`config.mk`:
```
export PLATFORM = sky130hd
export DESIGN_NAME = regfile_mp
export DESIGN_NICKNAME = d
export VERILOG_FILES = /design/src/rtl/regfile_mp_pkg.sv /design/src/rtl/regfile_rdport.sv /design/src/rtl/regfile_mp.sv
export SDC_FILE = /design/constraint.sdc
export NUM_CORES = 2
export LEC_CHECK = 0
export CAP_MARGIN = 20
export CORE_ASPECT_RATIO = 1.2
export CORE_MARGIN = 2
export CORE_UTILIZATION = 35
export CTS_CLUSTER_SIZE = 30
export DETAILED_ROUTE_END_ITERATION = 6
export GPL_TIMING_DRIVEN = 0
export PLACE_DENSITY_LB_ADDON = 0.2
export SKIP_LAST_GASP = 1
export SLEW_MARGIN = 15
export SYNTH_ARGS = -nofsm -noshare
export SYNTH_HDL_FRONTEND = slang
export SYNTH_SLANG_ARGS = --single-unit
```
`constraint.sdc`:
```
create_clock -name clk -period 2.7 [get_ports clk]
set_clock_uncertainty 0.1 [all_clocks]
set_input_delay 0.27 -clock clk [delete_from_list [all_inputs] [get_ports clk]]
set_output_delay 0.27 -clock clk [all_outputs]
set_load 0.1 [all_outputs]
```
`src/rtl/regfile_mp_pkg.sv`:
```
// Shared defaults and helpers for the multi-port register file with a pending-write scoreboard.
package regfile_mp_pkg;

    localparam int DEFAULT_WIDTH = 32;
    localparam int DEFAULT_DEPTH = 32;
    localparam int DEFAULT_NREAD = 2;

    // Register 0 is hardwired to zero and can never be pending.
    localparam int ZERO_REG = 0;

    // Address width for a given register count; never less than one bit.
    function automatic int addr_width(input int depth);
        if (depth < 2) begin
            return 1;
        end
        return $clog2(depth);
    endfunction

endpackage

```
`src/rtl/regfile_rdport.sv`:
```
// One combinational read port: storage lookup with same-cycle write bypass and pending-bit lookup.
// Write enables arriving here are already qualified (reset released, nonzero address).
module regfile_rdport
    import regfile_mp_pkg::*;
#(
    parameter int WIDTH = DEFAULT_WIDTH,
    parameter int DEPTH = DEFAULT_DEPTH,
    parameter int AW    = addr_width(DEFAULT_DEPTH)
) (
    input  logic [AW-1:0]          ra_i,
    input  logic [DEPTH*WIDTH-1:0] mem_i,
    input  logic [DEPTH-1:0]       pend_i,
    input  logic                   we0_i,
    input  logic [AW-1:0]          wa0_i,
    input  logic [WIDTH-1:0]       wd0_i,
    input  logic                   we1_i,
    input  logic [AW-1:0]          wa1_i,
    input  logic [WIDTH-1:0]       wd1_i,
    output logic [WIDTH-1:0]       rd_o,
    output logic                   rpend_o
);

    logic hit0;
    logic hit1;

    assign hit0 = we0_i && (wa0_i == ra_i);
    assign hit1 = we1_i && (wa1_i == ra_i);

    // Read mux: zero register, then bypass (port 1 over port 0), then stored value.
    always_comb begin
        rd_o    = '0;
        rpend_o = 1'b0;
        if (ra_i != AW'(ZERO_REG)) begin
            if (hit1) begin
                rd_o = wd1_i;
            end else if (hit0) begin
                rd_o = wd0_i;
            end else begin
                rd_o    = mem_i[int'(ra_i)*WIDTH +: WIDTH];
                rpend_o = pend_i[ra_i];
            end
        end
    end

endmodule

```
`src/rtl/regfile_mp.sv`:
```
// Multi-read, dual-write register file with a one-bit-per-register pending scoreboard.
// Register 0 reads as zero, ignores writes and is never pending. Reads are combinational
// and bypass same-cycle writes; a write clears pending unless an issue hits the same register.
module regfile_mp
    import regfile_mp_pkg::*;
#(
    parameter  int WIDTH = DEFAULT_WIDTH,
    parameter  int DEPTH = DEFAULT_DEPTH,
    parameter  int NREAD = DEFAULT_NREAD,
    localparam int AW    = addr_width(DEPTH)
) (
    input  logic                   clk,
    input  logic                   rst_n,
    input  logic [NREAD*AW-1:0]    ra,
    output logic [NREAD*WIDTH-1:0] rd,
    output logic [NREAD-1:0]       rpend,
    input  logic                   we0,
    input  logic [AW-1:0]          wa0,
    input  logic [WIDTH-1:0]       wd0,
    input  logic                   we1,
    input  logic [AW-1:0]          wa1,
    input  logic [WIDTH-1:0]       wd1,
    input  logic                   iss_v,
    input  logic [AW-1:0]          iss_a,
    output logic                   iss_stall
);

    logic [DEPTH-1:0][WIDTH-1:0] mem_q;
    logic [DEPTH-1:0][WIDTH-1:0] mem_d;
    logic [DEPTH-1:0]            pend_q;
    logic [DEPTH-1:0]            pend_d;
    logic [DEPTH*WIDTH-1:0]      mem_flat;

    // Qualified controls: nothing takes effect while reset is held, and register 0 is inert.
    logic wr0_en;
    logic wr1_en;
    logic iss_en;

    assign wr0_en = rst_n && we0 && (wa0 != AW'(ZERO_REG));
    assign wr1_en = rst_n && we1 && (wa1 != AW'(ZERO_REG));
    assign iss_en = rst_n && iss_v && (iss_a != AW'(ZERO_REG));

    assign mem_flat = mem_q;

    // Storage next state: port 1 is applied last so it wins on an address collision.
    always_comb begin
        mem_d = mem_q;
        if (wr0_en) begin
            mem_d[wa0] = wd0;
        end
        if (wr1_en) begin
            mem_d[wa1] = wd1;
        end
    end

    // Scoreboard next state: writes clear, then an issue sets, so issue wins on a collision.
    always_comb begin
        pend_d = pend_q;
        if (wr0_en) begin
            pend_d[wa0] = 1'b0;
        end
        if (wr1_en) begin
            pend_d[wa1] = 1'b0;
        end
        if (iss_en) begin
            pend_d[iss_a] = 1'b1;
        end
        pend_d[ZERO_REG] = 1'b0;
    end

    // State registers, cleared asynchronously by reset.
    always_ff @(posedge clk or negedge rst_n) begin
        if (!rst_n) begin
            mem_q  <= '0;
            pend_q <= '0;
        end else begin
            mem_q  <= mem_d;
            pend_q <= pend_d;
        end
    end

    // Stall when the issued register is still pending and no write retires it this cycle.
    always_comb begin
        iss_stall = iss_en && pend_q[iss_a]
                    && !(wr0_en && (wa0 == iss_a))
                    && !(wr1_en && (wa1 == iss_a));
    end

    for (genvar g = 0; g < NREAD; g++) begin : g_rd
        regfile_rdport #(
            .WIDTH (WIDTH),
            .DEPTH (DEPTH),
            .AW    (AW)
        ) u_rdport (
            .ra_i    (ra[g*AW +: AW]),
            .mem_i   (mem_flat),
            .pend_i  (pend_q),
            .we0_i   (wr0_en),
            .wa0_i   (wa0),
            .wd0_i   (wd0),
            .we1_i   (wr1_en),
            .wa1_i   (wa1),
            .wd1_i   (wd1),
            .rd_o    (rd[g*WIDTH +: WIDTH]),
            .rpend_o (rpend[g])
        );
    end

endmodule

```
# Yosys cells after proc, flatten, opt, wreduce, memory -nomap -nowiden
# Cells that the tools add are included.
[totals]
regBits = 1055
in_bits = 94
out_inout_bits = 67
[op_classes]
n_lt_le_gt_ge = 8
eq_ne = 6
n_shift = 2
mux = 35
n_bitwise = 5
n_reduce_logical = 25
[op_table]
columns = ["op", "n"]
rows = [
  ["bitwise mux 1024 bit", 2],
  ["2-to-1 mux 1024 bit", 2],
  ["indexed part select 1024 x 11 -> 32 bit", 2],
  ["2-to-1 mux 32 bit", 11],
  ["demux 32 bit (select 5 bit)", 2],
  ["bitwise AND 32 bit", 2],
  ["NOT 32 bit", 2],
  ["OR 32 bit", 1],
  ["== test 5 bit", 6],
  ["< comparator 5 x 6 -> 1 bit, second input constant", 5],
  ["nonzero test 5 bit", 5],
  ["logical AND 1 bit", 18],
  ["binary-select mux 1 bit (select 5 bit)", 3],
  ["demux 1 bit (select 5 bit)", 3],
  [">= comparator 5 x 1 -> 1 bit, second input constant", 3],
  ["2-to-1 mux 1 bit", 12],
  ["logical NOT 1 bit", 2],
]

# Logic depth before layout (Yosys ltp)
[logic_depth]
ltp_word = 11
ltp_mapped = 10

# Modules after synthesis
# Synthesis repeated with hierarchy kept, for this count alone.
[unflattened]
cells_unflattened = 6484
area_unflattened_um2 = 67593.6
[modules_own_cells]
columns = ["mod", "n_inst", "cells_each", "area_per_inst_um2", "seq_area_each_um2"]
rows = [
  ["regfile_mp", 1, 4822, 49226.0, 26400.3],
  ["regfile_rdport", 2, 831, 9183.8, 0.0],
]

# Worst setup path after synthesis
# OpenSTA, ideal clock, no wires.
[synth_path]
path_kind = "input-to-output"
startpoint = "input iss_a[0]"
endpoint = "output iss_stall"
arrival_ps = 5933
required_time_ps = 2330
path_slack_ps = -3603
stages = 7
path_cell_list = "buf_2 buf_4 nor2b_1 buf_1 a22o_1 a211oi_1 a2111oi_0"
[synth_between]
elab_chain_cells = 5
elab_cells_between_ends = 13
[synth_rtl]
columns = ["item", "line_no", "text"]
rows = [
  ["start: declaration", "regfile_mp.sv:24", "input logic [AW-1:0] iss_a,"],
  ["binary-select mux 1 bit (select 5 bit), or another cell as far along", "regfile_mp.sv:84", "iss_stall = iss_en && pend_q[iss_a]"],
  ["2-to-1 mux 1 bit (implied by the code), or another cell as far along", "regfile_mp.sv:84", ""],
  ["logical AND 1 bit / logical NOT 1 bit (equally long branches)", "regfile_mp.sv:84, regfile_mp.sv:85", ""],
  ["logical AND 1 bit", "regfile_mp.sv:85", "&& !(wr0_en && (wa0 == iss_a))"],
  ["logical AND 1 bit *", "regfile_mp.sv:86", "&& !(wr1_en && (wa1 == iss_a));"],
  ["end: declaration", "regfile_mp.sv:25", "output logic iss_stall"],
]
# Every way passes the cells marked *; elsewhere a longest branch is shown, timed or not. The select of a mux whose other input is x is not followed.

# Worst setup path in the final report
[layout_path]
startpoint = "register mem_q (netlist bit mem_flat[735])"
endpoint = "output rd[63]"
[layout_between]
elab_chain_cells = 4
[layout_rtl]
columns = ["item", "line_no", "text"]
rows = [
  ["start: declaration", "regfile_mp.sv:28", "logic [DEPTH-1:0][WIDTH-1:0] mem_q;"],
  ["start signal: assignment", "regfile_mp.sv:77", "mem_q <= mem_d;"],
  ["indexed part select 1024 x 11 -> 32 bit", "regfile_rdport.sv:39", "rd_o = mem_i[int'(ra_i)*WIDTH +: WIDTH];"],
  ["2-to-1 mux 32 bit", "regfile_rdport.sv:36", "end else if (hit0) begin"],
  ["2-to-1 mux 32 bit", "regfile_rdport.sv:34", "if (hit1) begin"],
  ["2-to-1 mux 32 bit", "regfile_rdport.sv:33", "if (ra_i != AW'(ZERO_REG)) begin"],
  ["end: declaration", "regfile_mp.sv:15", "output logic [NREAD*WIDTH-1:0] rd,"],
]
# No other way between the ends.

==> impl_results.rst <==
.. list-table::
   :header-rows: 1

   * - Metric
     - Value
   * - Pin count of the biggest net entering global routing
     - 140
   * - Final Hold Fails
     - 0
   * - Number of global-route vias before repair
     - 62500
   * - Synthesized instance count
     - 6540
   * - Clock tree from TritonCTS
     - yes
   * - Final max-slew violation count
     - 0
   * - Die Span X
     - 404 um
   * - Worst slew pin tran
     - 1400 ps
   * - Synthesized area per cell
     - 10.3 um2
   * - Peak clock frequency supported by timing
     - 295 MHz
   * - Count of final setup violators
     - 83
   * - Floorplan die height
     - 484 um
   * - Die area
     - 0.196 mm2
   * - Via Count
     - 64100
   * - Multi-input gate area in the final layout
     - 0.0397 mm2
   * - Worst Path Max Fanout
     - 2
   * - Hpwl dp
     - 286000 um
   * - Required time at the endpoint of the critical path
     - 2330 ps
   * - Flip-flop and latch count after synthesis
     - 1055
   * - Placeable core area
     - 0.191 mm2
   * - Clk Tree Root Cell
     - clkbuf_16
   * - Post-detailed-route DRC marker count
     - 4
   * - Number of enable flip-flop cells after synthesis
     - 0
   * - Filler instances
     - 18300
   * - Final period utilization
     - 125%
   * - Total CTS buffers
     - 121
   * - Critical Path AT
     - 3010 ps
   * - Port buffer count
     - 113
   * - RSZ-0062 raised after global routing
     - true
   * - Failing checks
     - DRC, setup timing
   * - Worst setup EP type
     - primary output
   * - Number of detailed-routing iterations run before antenna repair
     - 7
   * - Largest area contributor in the synthesized netlist
     - dfrtp_1
   * - Crit path setup slack, layout
     - -685 ps
   * - Post-synthesis sequential area ratio
     - 39.2%
   * - Post-layout min period
     - 3380 ps
   * - Setup TNS
     - -21130 ps
   * - Routability Congestion
     - 1.03
   * - Worst hold slack after final layout
     - 26.2 ps
   * - Top cell type's share of synthesized area
     - 39.2%
   * - Pwr Density
     - 689 mW/mm2
   * - Global-route wire length before repair
     - 540000 um
   * - Detailed-route vias per instance
     - 6.65
   * - Number of maximum-capacitance constraint violations
     - 0
   * - Sinks on Clock Net
     - 1055
   * - Storage cell area
     - 0.0264 mm2
   * - Row count
     - 176
   * - Setup CP Type
     - register to primary output
   * - Remaining antenna violation count after routing
     - 0
   * - GR Overflow Total
     - 0
   * - Initial antenna violation count
     - 28
   * - Count of yosys warnings during synthesis
     - 0
   * - Run status
     - finished, violations left
   * - Number of ports placed on the die boundary
     - 161
   * - Largest voltage drop on the vdd net
     - 0.606 mV
   * - Cells taking the most area after synthesis
     - dfrtp_1 (39%), mux2i_1 (18%), mux4_2 (13%)
   * - Sum of routed wire length over all layers
     - 404000 um
   * - Rel. slew slack
     - 6.94%
   * - Path class of the lowest-slack min-delay path
     - primary input to register
   * - Net count of the finished layout
     - 7116
   * - Total routing usage reported by global routing
     - 40.4%
   * - Worst skew pair latency
     - 790 ps
   * - Clock buffer depth
     - 3
   * - Leak pwr
     - 32.7 nW
   * - Area growth from synthesis to layout
     - 23.5%
   * - Clock-pin transition on the worst setup and hold timing paths
     - 70 ps
   * - H-Tree Depth
     - 3
   * - Mapped Area
     - 0.0673 mm2
   * - Share of flip-flops with an asynchronous set or reset
     - 100%
   * - Detailed router's first-iteration violation count
     - 9513
   * - Prevailing post-synth register cell
     - dfrtp_1
   * - Initial core utilization
     - 35.2%
   * - Count of distinct cell types in the synthesized netlist
     - 65
   * - Startpoint Class
     - register
   * - Ratio of cells with drive above 1 in the final layout
     - 24.8%
   * - DR WL/cell
     - 42.0 um
   * - Total nets after synthesis
     - 6634
==> synth_stat cells (14+ instances only) <==
cell type	number
a21oi_1	387
a221oi_1	63
a22o_1	47
a22oi_1	30
a31oi_1	34
buf_1	68
buf_2	137
buf_4	79
buf_6	29
clkbuf_1	498
clkbuf_2	17
dfrtp_1	1055
inv_1	34
mux2_2	115
mux2i_1	1193
mux4_2	398
nand2_1	834
nand3_1	42
nor2_1	425
nor2_2	18
nor2b_1	14
nor3_1	23
o21ai_0	660
o21ai_1	19
o221ai_1	92
o221ai_2	33
o22ai_1	69
xnor2_1	19
==> final cells by class <==
type                    instances  area share, %
diodes                         20         0.0602
plain buffers                 820           6.11
clock buffers                 176           4.19
clock inverters                50          0.718
inverters                      36          0.167
multi-input cells            4620           47.8
flip-flops and latches       1055           31.8
well taps                    2492           3.75
repair buffers                368           5.48
==> cells in the final DEF, fill, tap and decap left out, drive strengths merged, types with 7 or more instances in the layout <==
| master | count |
|---|---|
| mux2i | 1193 |
| dfrtp | 1055 |
| nand2 | 834 |
| clkbuf | 684 |
| o21ai | 679 |
| buf | 604 |
| nor2 | 443 |
| mux4 | 398 |
| a21oi | 387 |
| o221ai | 125 |
| mux2 | 115 |
| o22ai | 69 |
| a221oi | 63 |
| a22o | 47 |
| nand3 | 42 |
| inv | 41 |
| dlygate4sd3 | 35 |
| a31oi | 34 |
| clkdlybuf4s50 | 33 |
| clkinv | 32 |
| a22oi | 30 |
| nor3 | 23 |
| diode | 20 |
| xnor2 | 19 |
| nor2b | 14 |
| nand2b | 12 |
| xor2 | 11 |
| bufinv | 10 |
| nand3b | 8 |
| nor4 | 8 |
| a32o | 7 |
| or2 | 7 |
| or3 | 7 |
==> metrics by stage <==
| stage | instances | setup slack, ps | instance area (um2) | total power [mW] | util (%) |
|---|---|---|---|---|---|
| after floorplan | 6540 | -246 | 68000 | 31.5 | - |
| after global placement | 9145 | -51070 | 72300 | 35.5 | 37.8 |
| after detailed placement | 9186 | -2980 | 73000 | 36.8 | 38.1 |
| after CTS | 9543 | -653 | 81600 | 56.0 | 42.6 |
| after global routing | 9623 | -693 | 83100 | 58.9 | 43.4 |
| final | 9637 | -685 | 83100 | 57.3 | 43.4 |
==> kinds of logic after synthesis <==
family,after synthesis,share of synthesized area (%)
mux,1706,33.0
xor+xnor,30,0.390
flops,1055,39.2
compound gates,1460,13.0
buf+inv,865,5.88
simple gates,1424,8.59
==> critical path, stage by stage (launching register included) <==
cell,delay (ps)
dfrtp_1,390
mux4_2,470
mux2_4,290
a221oi_4,410
or3_4,210
o221ai_4,180
buf_12,230
==> path summary, 6_finish.rpt <==
check	from	to	slack, ps	cells after the start
setup / recovery	mem_flat[735]	rd[63]	-680	6
hold / removal	wd1[29]	mem_flat[893]	30	4
setup reg to reg	mem_flat[992]	mem_flat[992]	1540	4
hold reg to reg	mem_flat[19]	mem_flat[19]	380	1
max in group asynchronous	rst_n	mem_flat[749]	310	6
min in group asynchronous	rst_n	mem_flat[156]	70	3
==> layer usage <==
layer,wire (um),vias to the layer above,global-route usage (%)
met1,141000,32400,46.9
met5,475,-,1.01
met2,170000,5217,57.6
met4,39100,16,32.9
li1,-,24800,-
met3,54000,1702,17.1
==> repair_timing <==
action / 4_1_cts / 5_1_grt
hold buffers: 36 / 0
buffers inserted: 93 / 71
cloned: 10 / 3
pin swaps: 148 / 110
gates resized for setup: 1336 / 199
endpoints found under the hold margin: 519 / 0
setup endpoints to repair: 788 / 259
==> state kept, by name, summed over array words and instances, names as in the netlist <==
register	flops
pend_q	31
mem_flat	1024
==> power breakdown <==
group | total, mW | internal, mW | switching (mW) | leakage [nW]
logic | 16.9 | 7.80 | 9.15 | 17.2
registers | 22.5 | 19.4 | 3.14 | 13.4
clock network | 17.8 | 9.92 | 7.89 | 2.02
No activity file was read; power rests on OpenSTA's default activity.
